### config.mk
export PLATFORM = sky130hd
export DESIGN_NAME = wb_stage_flat
export DESIGN_NICKNAME = d
export VERILOG_FILES = /design/src/rtl/wb_stage_if.sv /design/src/rtl/wb_stage.sv /design/src/flat_wrapper.sv
export SDC_FILE = /design/constraint.sdc
export NUM_CORES = 1
export LEC_CHECK = 0
export CAP_MARGIN = 20
export CORE_MARGIN = 10
export CORE_UTILIZATION = 40
export CTS_BUF_LIST = sky130_fd_sc_hd__clkbuf_2 sky130_fd_sc_hd__clkbuf_4 sky130_fd_sc_hd__clkbuf_8
export CTS_CLUSTER_SIZE = 24
export DETAILED_ROUTE_END_ITERATION = 7
export GPL_TIMING_DRIVEN = 0
export PLACE_DENSITY = 0.75
export SYNTH_ARGS = -nofsm -noshare
export SYNTH_HDL_FRONTEND = slang
export SYNTH_SLANG_ARGS = --single-unit
### constraint.sdc
create_clock -name clk_i -period 2.5 [get_ports clk_i]
set_input_delay 0.5 -clock clk_i [delete_from_list [all_inputs] [get_ports clk_i]]
set_output_delay 0.5 -clock clk_i [all_outputs]
set_load 0.01 [all_outputs]
### src/rtl/wb_stage_if.sv
// rtl/wb_stage_if.sv - instruction-result handshake, load response and register-file write bundle
interface wb_stage_if #(
  parameter int DATA_WIDTH     = 32,
  parameter int REG_ADDR_WIDTH = 5
);
  localparam int OFF_W = $clog2(DATA_WIDTH / 8);

  logic                      in_valid_i;
  logic                      in_ready_o;
  logic [1:0]                result_src_i;
  logic [DATA_WIDTH-1:0]     alu_result_i;
  logic [DATA_WIDTH-1:0]     csr_rdata_i;
  logic [DATA_WIDTH-1:0]     pc_i;
  logic [REG_ADDR_WIDTH-1:0] rd_addr_i;
  logic                      rd_we_i;
  logic [2:0]                load_funct3_i;
  logic [OFF_W-1:0]          byte_off_i;
  logic                      mem_rvalid_i;
  logic [DATA_WIDTH-1:0]     mem_rdata_i;
  logic                      rf_we_o;
  logic [REG_ADDR_WIDTH-1:0] rf_waddr_o;
  logic [DATA_WIDTH-1:0]     rf_wdata_o;

  modport master (
    output in_valid_i, result_src_i, alu_result_i, csr_rdata_i, pc_i,
    output rd_addr_i, rd_we_i, load_funct3_i, byte_off_i,
    output mem_rvalid_i, mem_rdata_i,
    input  in_ready_o, rf_we_o, rf_waddr_o, rf_wdata_o
  );

  modport slave (
    input  in_valid_i, result_src_i, alu_result_i, csr_rdata_i, pc_i,
    input  rd_addr_i, rd_we_i, load_funct3_i, byte_off_i,
    input  mem_rvalid_i, mem_rdata_i,
    output in_ready_o, rf_we_o, rf_waddr_o, rf_wdata_o
  );
endinterface

### src/rtl/wb_stage.sv
// rtl/wb_stage.sv - write-back stage: result select, load formatting, register-file write, retire count
module wb_stage #(
  parameter int DATA_WIDTH     = 32,
  parameter int REG_ADDR_WIDTH = 5,
  parameter int PC_INC         = 4,
  parameter int CNT_WIDTH      = 32
) (
  input  logic                 clk_i,
  input  logic                 rst_i,
  wb_stage_if.slave            bus,
  output logic                 busy_o,
  output logic [CNT_WIDTH-1:0] retired_o
);
  localparam int OFF_W = $clog2(DATA_WIDTH / 8);

  typedef enum logic {IDLE, WAIT_MEM} state_t;

  state_t                    r_state;
  state_t                    w_next_state;

  logic [REG_ADDR_WIDTH-1:0] r_ld_rd_addr;
  logic                      r_ld_rd_we;
  logic [2:0]                r_ld_funct3;
  logic [OFF_W-1:0]          r_ld_off;

  logic                      r_rf_we;
  logic [REG_ADDR_WIDTH-1:0] r_rf_waddr;
  logic [DATA_WIDTH-1:0]     r_rf_wdata;
  logic [CNT_WIDTH-1:0]      r_retired;

  logic                      w_accept;
  logic                      w_accept_load;
  logic                      w_accept_now;
  logic                      w_load_done;
  logic                      w_now_we;
  logic                      w_load_we;
  logic [DATA_WIDTH-1:0]     w_sel_result;
  logic [DATA_WIDTH-1:0]     w_load_result;
  logic [OFF_W-1:0]          w_off_h;
  logic [OFF_W-1:0]          w_off_w;
  logic [DATA_WIDTH-1:0]     w_sh_b;
  logic [DATA_WIDTH-1:0]     w_sh_h;
  logic [DATA_WIDTH-1:0]     w_sh_w;

  assign w_accept      = bus.in_valid_i && (r_state == IDLE);
  assign w_accept_load = w_accept && (bus.result_src_i == 2'b01);
  assign w_accept_now  = w_accept && (bus.result_src_i != 2'b01);
  // mem_rvalid_i only has meaning while a load is outstanding
  assign w_load_done   = (r_state == WAIT_MEM) && bus.mem_rvalid_i;
  // writes to x0 are suppressed, but the transfer still retires
  assign w_now_we      = bus.rd_we_i && (bus.rd_addr_i != '0);
  assign w_load_we     = r_ld_rd_we && (r_ld_rd_addr != '0);

  // State register
  always_ff @(posedge clk_i) begin
    if (rst_i) r_state <= IDLE;
    else       r_state <= w_next_state;
  end

  // Next-state: a load parks the stage until its response arrives
  always_comb begin
    w_next_state = r_state;
    case (r_state)
      IDLE:     if (w_accept_load) w_next_state = WAIT_MEM;
      WAIT_MEM: if (bus.mem_rvalid_i) w_next_state = IDLE;
      default:  w_next_state = IDLE;
    endcase
  end

  // State-decoded outputs
  always_comb begin
    bus.in_ready_o = (r_state == IDLE);
    busy_o         = (r_state == WAIT_MEM);
  end

  // Non-load result select; the link value wraps naturally at DATA_WIDTH
  always_comb begin
    w_sel_result = bus.alu_result_i;
    case (bus.result_src_i)
      2'b10:   w_sel_result = bus.pc_i + DATA_WIDTH'(PC_INC);
      2'b11:   w_sel_result = bus.csr_rdata_i;
      default: w_sel_result = bus.alu_result_i;
    endcase
  end

  // Load formatting: shift the addressed lane down, then extend; halfword/word offsets are aligned down
  always_comb begin
    w_off_h       = r_ld_off & ~OFF_W'(1);
    w_off_w       = r_ld_off & ~OFF_W'(3);
    w_sh_b        = bus.mem_rdata_i >> {r_ld_off, 3'b000};
    w_sh_h        = bus.mem_rdata_i >> {w_off_h, 3'b000};
    w_sh_w        = bus.mem_rdata_i >> {w_off_w, 3'b000};
    w_load_result = bus.mem_rdata_i;
    case (r_ld_funct3)
      3'b000:  w_load_result = DATA_WIDTH'($signed(w_sh_b[7:0]));
      3'b100:  w_load_result = DATA_WIDTH'(w_sh_b[7:0]);
      3'b001:  w_load_result = DATA_WIDTH'($signed(w_sh_h[15:0]));
      3'b101:  w_load_result = DATA_WIDTH'(w_sh_h[15:0]);
      3'b010:  w_load_result = DATA_WIDTH'($signed(w_sh_w[31:0]));
      3'b110:  w_load_result = (DATA_WIDTH == 64) ? DATA_WIDTH'(w_sh_w[31:0]) : bus.mem_rdata_i;
      default: w_load_result = bus.mem_rdata_i;
    endcase
  end

  // Load context capture, register-file write port and retire counter
  always_ff @(posedge clk_i) begin
    if (rst_i) begin
      r_ld_rd_addr <= '0;
      r_ld_rd_we   <= 1'b0;
      r_ld_funct3  <= '0;
      r_ld_off     <= '0;
      r_rf_we      <= 1'b0;
      r_rf_waddr   <= '0;
      r_rf_wdata   <= '0;
      r_retired    <= '0;
    end else begin
      r_rf_we <= 1'b0;
      if (w_accept_load) begin
        r_ld_rd_addr <= bus.rd_addr_i;
        r_ld_rd_we   <= bus.rd_we_i;
        r_ld_funct3  <= bus.load_funct3_i;
        r_ld_off     <= bus.byte_off_i;
      end
      if (w_accept_now) begin
        r_rf_we   <= w_now_we;
        r_retired <= r_retired + CNT_WIDTH'(1);
        if (w_now_we) begin
          r_rf_waddr <= bus.rd_addr_i;
          r_rf_wdata <= w_sel_result;
        end
      end else if (w_load_done) begin
        r_rf_we   <= w_load_we;
        r_retired <= r_retired + CNT_WIDTH'(1);
        if (w_load_we) begin
          r_rf_waddr <= r_ld_rd_addr;
          r_rf_wdata <= w_load_result;
        end
      end
    end
  end

  assign bus.rf_we_o    = r_rf_we;
  assign bus.rf_waddr_o = r_rf_waddr;
  assign bus.rf_wdata_o = r_rf_wdata;
  assign retired_o      = r_retired;
endmodule

### src/flat_wrapper.sv
// flat-port wrapper written by rule: the top's interface ports become plain ports
module wb_stage_flat 
#(
  parameter int DATA_WIDTH     = 32,
  parameter int REG_ADDR_WIDTH = 5,
  parameter int PC_INC         = 4,
  parameter int CNT_WIDTH      = 32
)
  (clk_i, rst_i, busy_o, retired_o, bus_in_valid_i, bus_result_src_i, bus_alu_result_i, bus_csr_rdata_i, bus_pc_i, bus_rd_addr_i, bus_rd_we_i, bus_load_funct3_i, bus_byte_off_i, bus_mem_rvalid_i, bus_mem_rdata_i, bus_in_ready_o, bus_rf_we_o, bus_rf_waddr_o, bus_rf_wdata_o);
  wb_stage_if #(.DATA_WIDTH(DATA_WIDTH), .REG_ADDR_WIDTH(REG_ADDR_WIDTH)) bus_i ();
  input  logic clk_i;
  input  logic rst_i;
  output logic busy_o;
  output logic [CNT_WIDTH-1:0] retired_o;
  input wire logic [$bits(bus_i.in_valid_i)-1:0] bus_in_valid_i;
  input wire logic [$bits(bus_i.result_src_i)-1:0] bus_result_src_i;
  input wire logic [$bits(bus_i.alu_result_i)-1:0] bus_alu_result_i;
  input wire logic [$bits(bus_i.csr_rdata_i)-1:0] bus_csr_rdata_i;
  input wire logic [$bits(bus_i.pc_i)-1:0] bus_pc_i;
  input wire logic [$bits(bus_i.rd_addr_i)-1:0] bus_rd_addr_i;
  input wire logic [$bits(bus_i.rd_we_i)-1:0] bus_rd_we_i;
  input wire logic [$bits(bus_i.load_funct3_i)-1:0] bus_load_funct3_i;
  input wire logic [$bits(bus_i.byte_off_i)-1:0] bus_byte_off_i;
  input wire logic [$bits(bus_i.mem_rvalid_i)-1:0] bus_mem_rvalid_i;
  input wire logic [$bits(bus_i.mem_rdata_i)-1:0] bus_mem_rdata_i;
  output wire logic [$bits(bus_i.in_ready_o)-1:0] bus_in_ready_o;
  output wire logic [$bits(bus_i.rf_we_o)-1:0] bus_rf_we_o;
  output wire logic [$bits(bus_i.rf_waddr_o)-1:0] bus_rf_waddr_o;
  output wire logic [$bits(bus_i.rf_wdata_o)-1:0] bus_rf_wdata_o;
  assign bus_i.in_valid_i = bus_in_valid_i;
  assign bus_i.result_src_i = bus_result_src_i;
  assign bus_i.alu_result_i = bus_alu_result_i;
  assign bus_i.csr_rdata_i = bus_csr_rdata_i;
  assign bus_i.pc_i = bus_pc_i;
  assign bus_i.rd_addr_i = bus_rd_addr_i;
  assign bus_i.rd_we_i = bus_rd_we_i;
  assign bus_i.load_funct3_i = bus_load_funct3_i;
  assign bus_i.byte_off_i = bus_byte_off_i;
  assign bus_i.mem_rvalid_i = bus_mem_rvalid_i;
  assign bus_i.mem_rdata_i = bus_mem_rdata_i;
  assign bus_in_ready_o = bus_i.in_ready_o;
  assign bus_rf_we_o = bus_i.rf_we_o;
  assign bus_rf_waddr_o = bus_i.rf_waddr_o;
  assign bus_rf_wdata_o = bus_i.rf_wdata_o;
  wb_stage #(.DATA_WIDTH(DATA_WIDTH), .REG_ADDR_WIDTH(REG_ADDR_WIDTH), .PC_INC(PC_INC), .CNT_WIDTH(CNT_WIDTH)) u_core (.clk_i(clk_i), .rst_i(rst_i), .bus(bus_i), .busy_o(busy_o), .retired_o(retired_o));
endmodule
==> flow_summary_export.csv <==
group,metric,value,unit
status,status,"finished clean",
timing,fin_skew,0.006729,ns
grt,antenna_found_initial,2,
clocking,clkLatencyLatePin,0.38,ns
timing,slew_headroom,0.6166,
synth,ys_types,70,
timing,final_max_slew_viol_count,0,
worst_setup_path,end_kind,"flop",
floorplan,die_h,136.7,um
timing,period_minus_slack,2.373,ns
clocking,cts.clk_slew.worst_paths,0.09,ns
floorplan,num_rows,42,
floorplan,start_util,0.4098,
timing,rsz0062_at_grt,"no",
clocking,hold_buffers,0,
worst_setup_path,path_cells,"clkdlybuf4s50_1 > clkbuf_4 > nand2b_1 > nand2_1 > buf_4 > buf_2 > a21oi_1 > a21boi_1 > o31ai_1",
power,power_density,403.5,mW/mm2
clocking,htree_levels,3,
layout,drive_gt1_frac,0.07120,
worst_setup_path,worstPathMaxFanout,10,
drt,dr.pass1.iters,5,
clocking,clockBufferDepth,2,
worst_hold_path,holdCritStartpoint,"u_core.bus.rf_waddr_o[2]",
worst_setup_path,slowest_stage,"clkdlybuf4s50_1",
drt,detail-route-antenna-nets,0,
worst_setup_path,crit_family,"buffers and inverters",
grt,grt_max_degree,15,
power,ir_drop,388.1,uV
worst_setup_path,crit_arrival,2.67,ns
timing,worst_pin_slew,0.5751,ns
grt,grt_overflow_total,0,
synth,syn_avg_cell_area,7.829,um2
grt,grt_use_total,0.2415,
drt,drt_iter0_drc,439,
drt,wl_per_cell,21.13,um
layout,area_growth,47.30,%
worst_setup_path,cp_num_buf_inv,4,
layout,antenna_cells,0,
placed_design,hpwl,18650,um
power,total_power,3.238,mW
placed_design,gp_congestion,0.9675,
worst_setup_path,critPathKind,"primary input to flop",
timing,final_hold_viol_count,0,
synth,synth_seq_area_share,0.3013,
floorplan,ioPinCount,217,
drt,routed_via_density,5.803,
clocking,clock-root-buffer,"clkbuf_8",
layout,final_area,0.008026,mm2
floorplan,core,0.01330,mm2
timing,max_freq,421.3,MHz
grt,grt_pass1_vias,6107,
layout,fin_util,0.6037,
timing,hold-worst-slack,0.4524,ns
synth,ys_ff_latch,82,
placed_design,numPortBuffers,216,
worst_hold_path,hp-class,"flop to flop",
power,p_leak,2.656,nW
synth,synthCells,696,
synth,yosysWarningCount,0,
synth,synth_edf_count,0,
clocking,numCtsBuffers,9,
synth,syn_area,0.005449,mm2
timing,final-setup-viol-count,0,
worst_setup_path,startpoint,"bus_result_src_i[1]",
floorplan,die_area,0.01869,mm2
layout,nNetsFinal,1070,
drt,wl,23310,um
synth,async_flop_share,0,
worst_setup_path,slowest_delay,0.43,ns
grt,grt_pass1_wl,35100,um
synth,synthFlopType,"dfxtp_1",
clocking,cts_tree,"yes",
worst_setup_path,critPathRequiredTime,2.80,ns
clocking,cts_sinks,82,
timing,final.setup.tns,0,ns
drt,drc,0,
placed_design,place_area,0.007831,mm2
worst_setup_path,critPathLaunchType,"primary input",
synth,syn_nets,843,
worst_setup_path,rr_startpoint,"u_core.busy_o",
drt,vias,6401,
timing,fin_crit_sh,0.9493,
run,maxCapViolations,0,
floorplan,fp.dieW,136.7,um
cells in the mapped netlist (10+ instances only):
library cell / instances / area share
nand2_1: 94 / 0.065
dfxtp_1: 82 / 0.30
a21oi_1: 51 / 0.047
o21ai_0: 36 / 0.033
nor2_1: 31 / 0.021
nand3_1: 29 / 0.027
nand4_1: 24 / 0.028
o211ai_1: 21 / 0.029
or3_1: 21 / 0.024
buf_2: 20 / 0.018
a221o_1: 18 / 0.033
clkbuf_1: 18 / 0.012
mux2i_1: 18 / 0.033
nor3_1: 17 / 0.016
xnor2_1: 15 / 0.024
inv_1: 13 / 0.0090
a221oi_1: 12 / 0.019
xor2_1: 12 / 0.019
nor2b_1: 11 / 0.013
o21ai_1: 11 / 0.010
and2_1: 10 / 0.011
power by group:
part           leakage, nW  internal, mW  switching, mW  total (mW)
Clock               0.0917         0.459          0.529       0.988
Sequential           0.665          1.35         0.0294        1.38
Combinational         1.90         0.446          0.425       0.872
per-layer routing:
metal	part of all wire	global-route usage
met3	0.12	0.08211
met2	0.47	0.4022
met1	0.40	0.2891
met4	0.021	0.06627
met5	0.00064	0
area by class of cell:
cell class	instances	area, um2
Tap cell	176	220.2
Inverter	15	56.30
Clock buffer	9	123.9
Buffer	50	242.7
Multi-Input combinational cell	549	3512
Fill cell	1270	5269
Clock inverter	6	67.56
Timing Repair Buffer	216	2162
Sequential cell	82	1642
path summary, 6_finish.rpt:
check | end | slack [ns] | depth (start not counted)
max reg2reg | u_core.bus.rf_wdata_o[22] | 0.41 | 6
min reg2reg | u_core.bus.rf_waddr_o[2] | 0.45 | 2
max | u_core.bus.rf_wdata_o[6] | 0.13 | 9
min | u_core.bus.rf_waddr_o[2] | 0.45 | 2
worst reg2reg max path, cell delays in order, from the launching register on:
cell	delay, ns
dfxtp_1	0.45
nand3_1	0.11
a21oi_1	0.36
a31o_2	0.24
clkbuf_1	0.39
o211ai_1	0.23
a22oi_1	0.23
metrics by stage:
step,setup WS (ns),cells
global placement,-0.2443,1088
finish,0.1267,1103
global route,0.01844,1103
floorplan,0.6718,696
detailed placement,-0.2260,1088
CTS,0.1737,1103
cell families (layout without fill, tap and decap cells):
group / count (synthesis) / in the layout / share of synthesized area
AO/OA/AOI/OAI: 222 / 222 / 0.2921
XOR/XNOR: 27 / 27 / 0.04340
multiplexers: 20 / 20 / 0.03789
adder cells (fa/ha/maj): 2 / 2 / 0.004592
buffers and inverters: 65 / 296 / 0.05419
AND/OR/NAND/NOR: 278 / 278 / 0.2666
flip-flops: 82 / 82 / 0.3013
layout by cell type (no fill, tap or decap), types with 3 or more instances in the layout:
cell type	n
o211ai_1	21
nor3_1	17
clkdlybuf4s50_1	216
nand4_1	24
nor4_2	4
clkbuf_8	9
xnor2_1	15
o21a_1	6
nand2b_1	7
and3_1	5
o21ai_0	36
inv_1	13
o21ai_1	11
a31oi_1	3
buf_4	3
a22o_1	8
xor2_1	12
or3_1	21
nand3_1	29
clkbuf_1	18
buf_1	6
a32o_1	8
buf_2	19
nand2_1	94
nor2_1	31
o31ai_1	3
a221oi_1	12
dfxtp_1	82
and2_1	10
a211oi_1	4
nor3_2	4
a22oi_1	7
nor4_1	7
a21oi_1	51
o22ai_1	6
and4_1	3
mux2i_1	18
o31a_1	5
nor2b_1	11
a221o_1	18
what timing repair did:
| item | CTS | global route |
|---|---|---|
| endpoints found under the hold margin | 0 | 0 |
| endpoints found under the setup margin | 0 | 2 |
| gates resized for setup | 0 | 2 |
| buffers inserted | 0 | 0 |
registers in the layout, summed over array words and instances (netlist names):
name and flops:
u_core.r_ld_rd_addr 5, u_core.r_ld_rd_we 1, u_core.r_ld_funct3 3, u_core.bus.rf_waddr_o 5, u_core.retired_o 32, u_core.r_ld_off 2
u_core.bus.rf_we_o 1, u_core.busy_o 1, u_core.bus.rf_wdata_o 32
(Power assumes the default switching activity.)
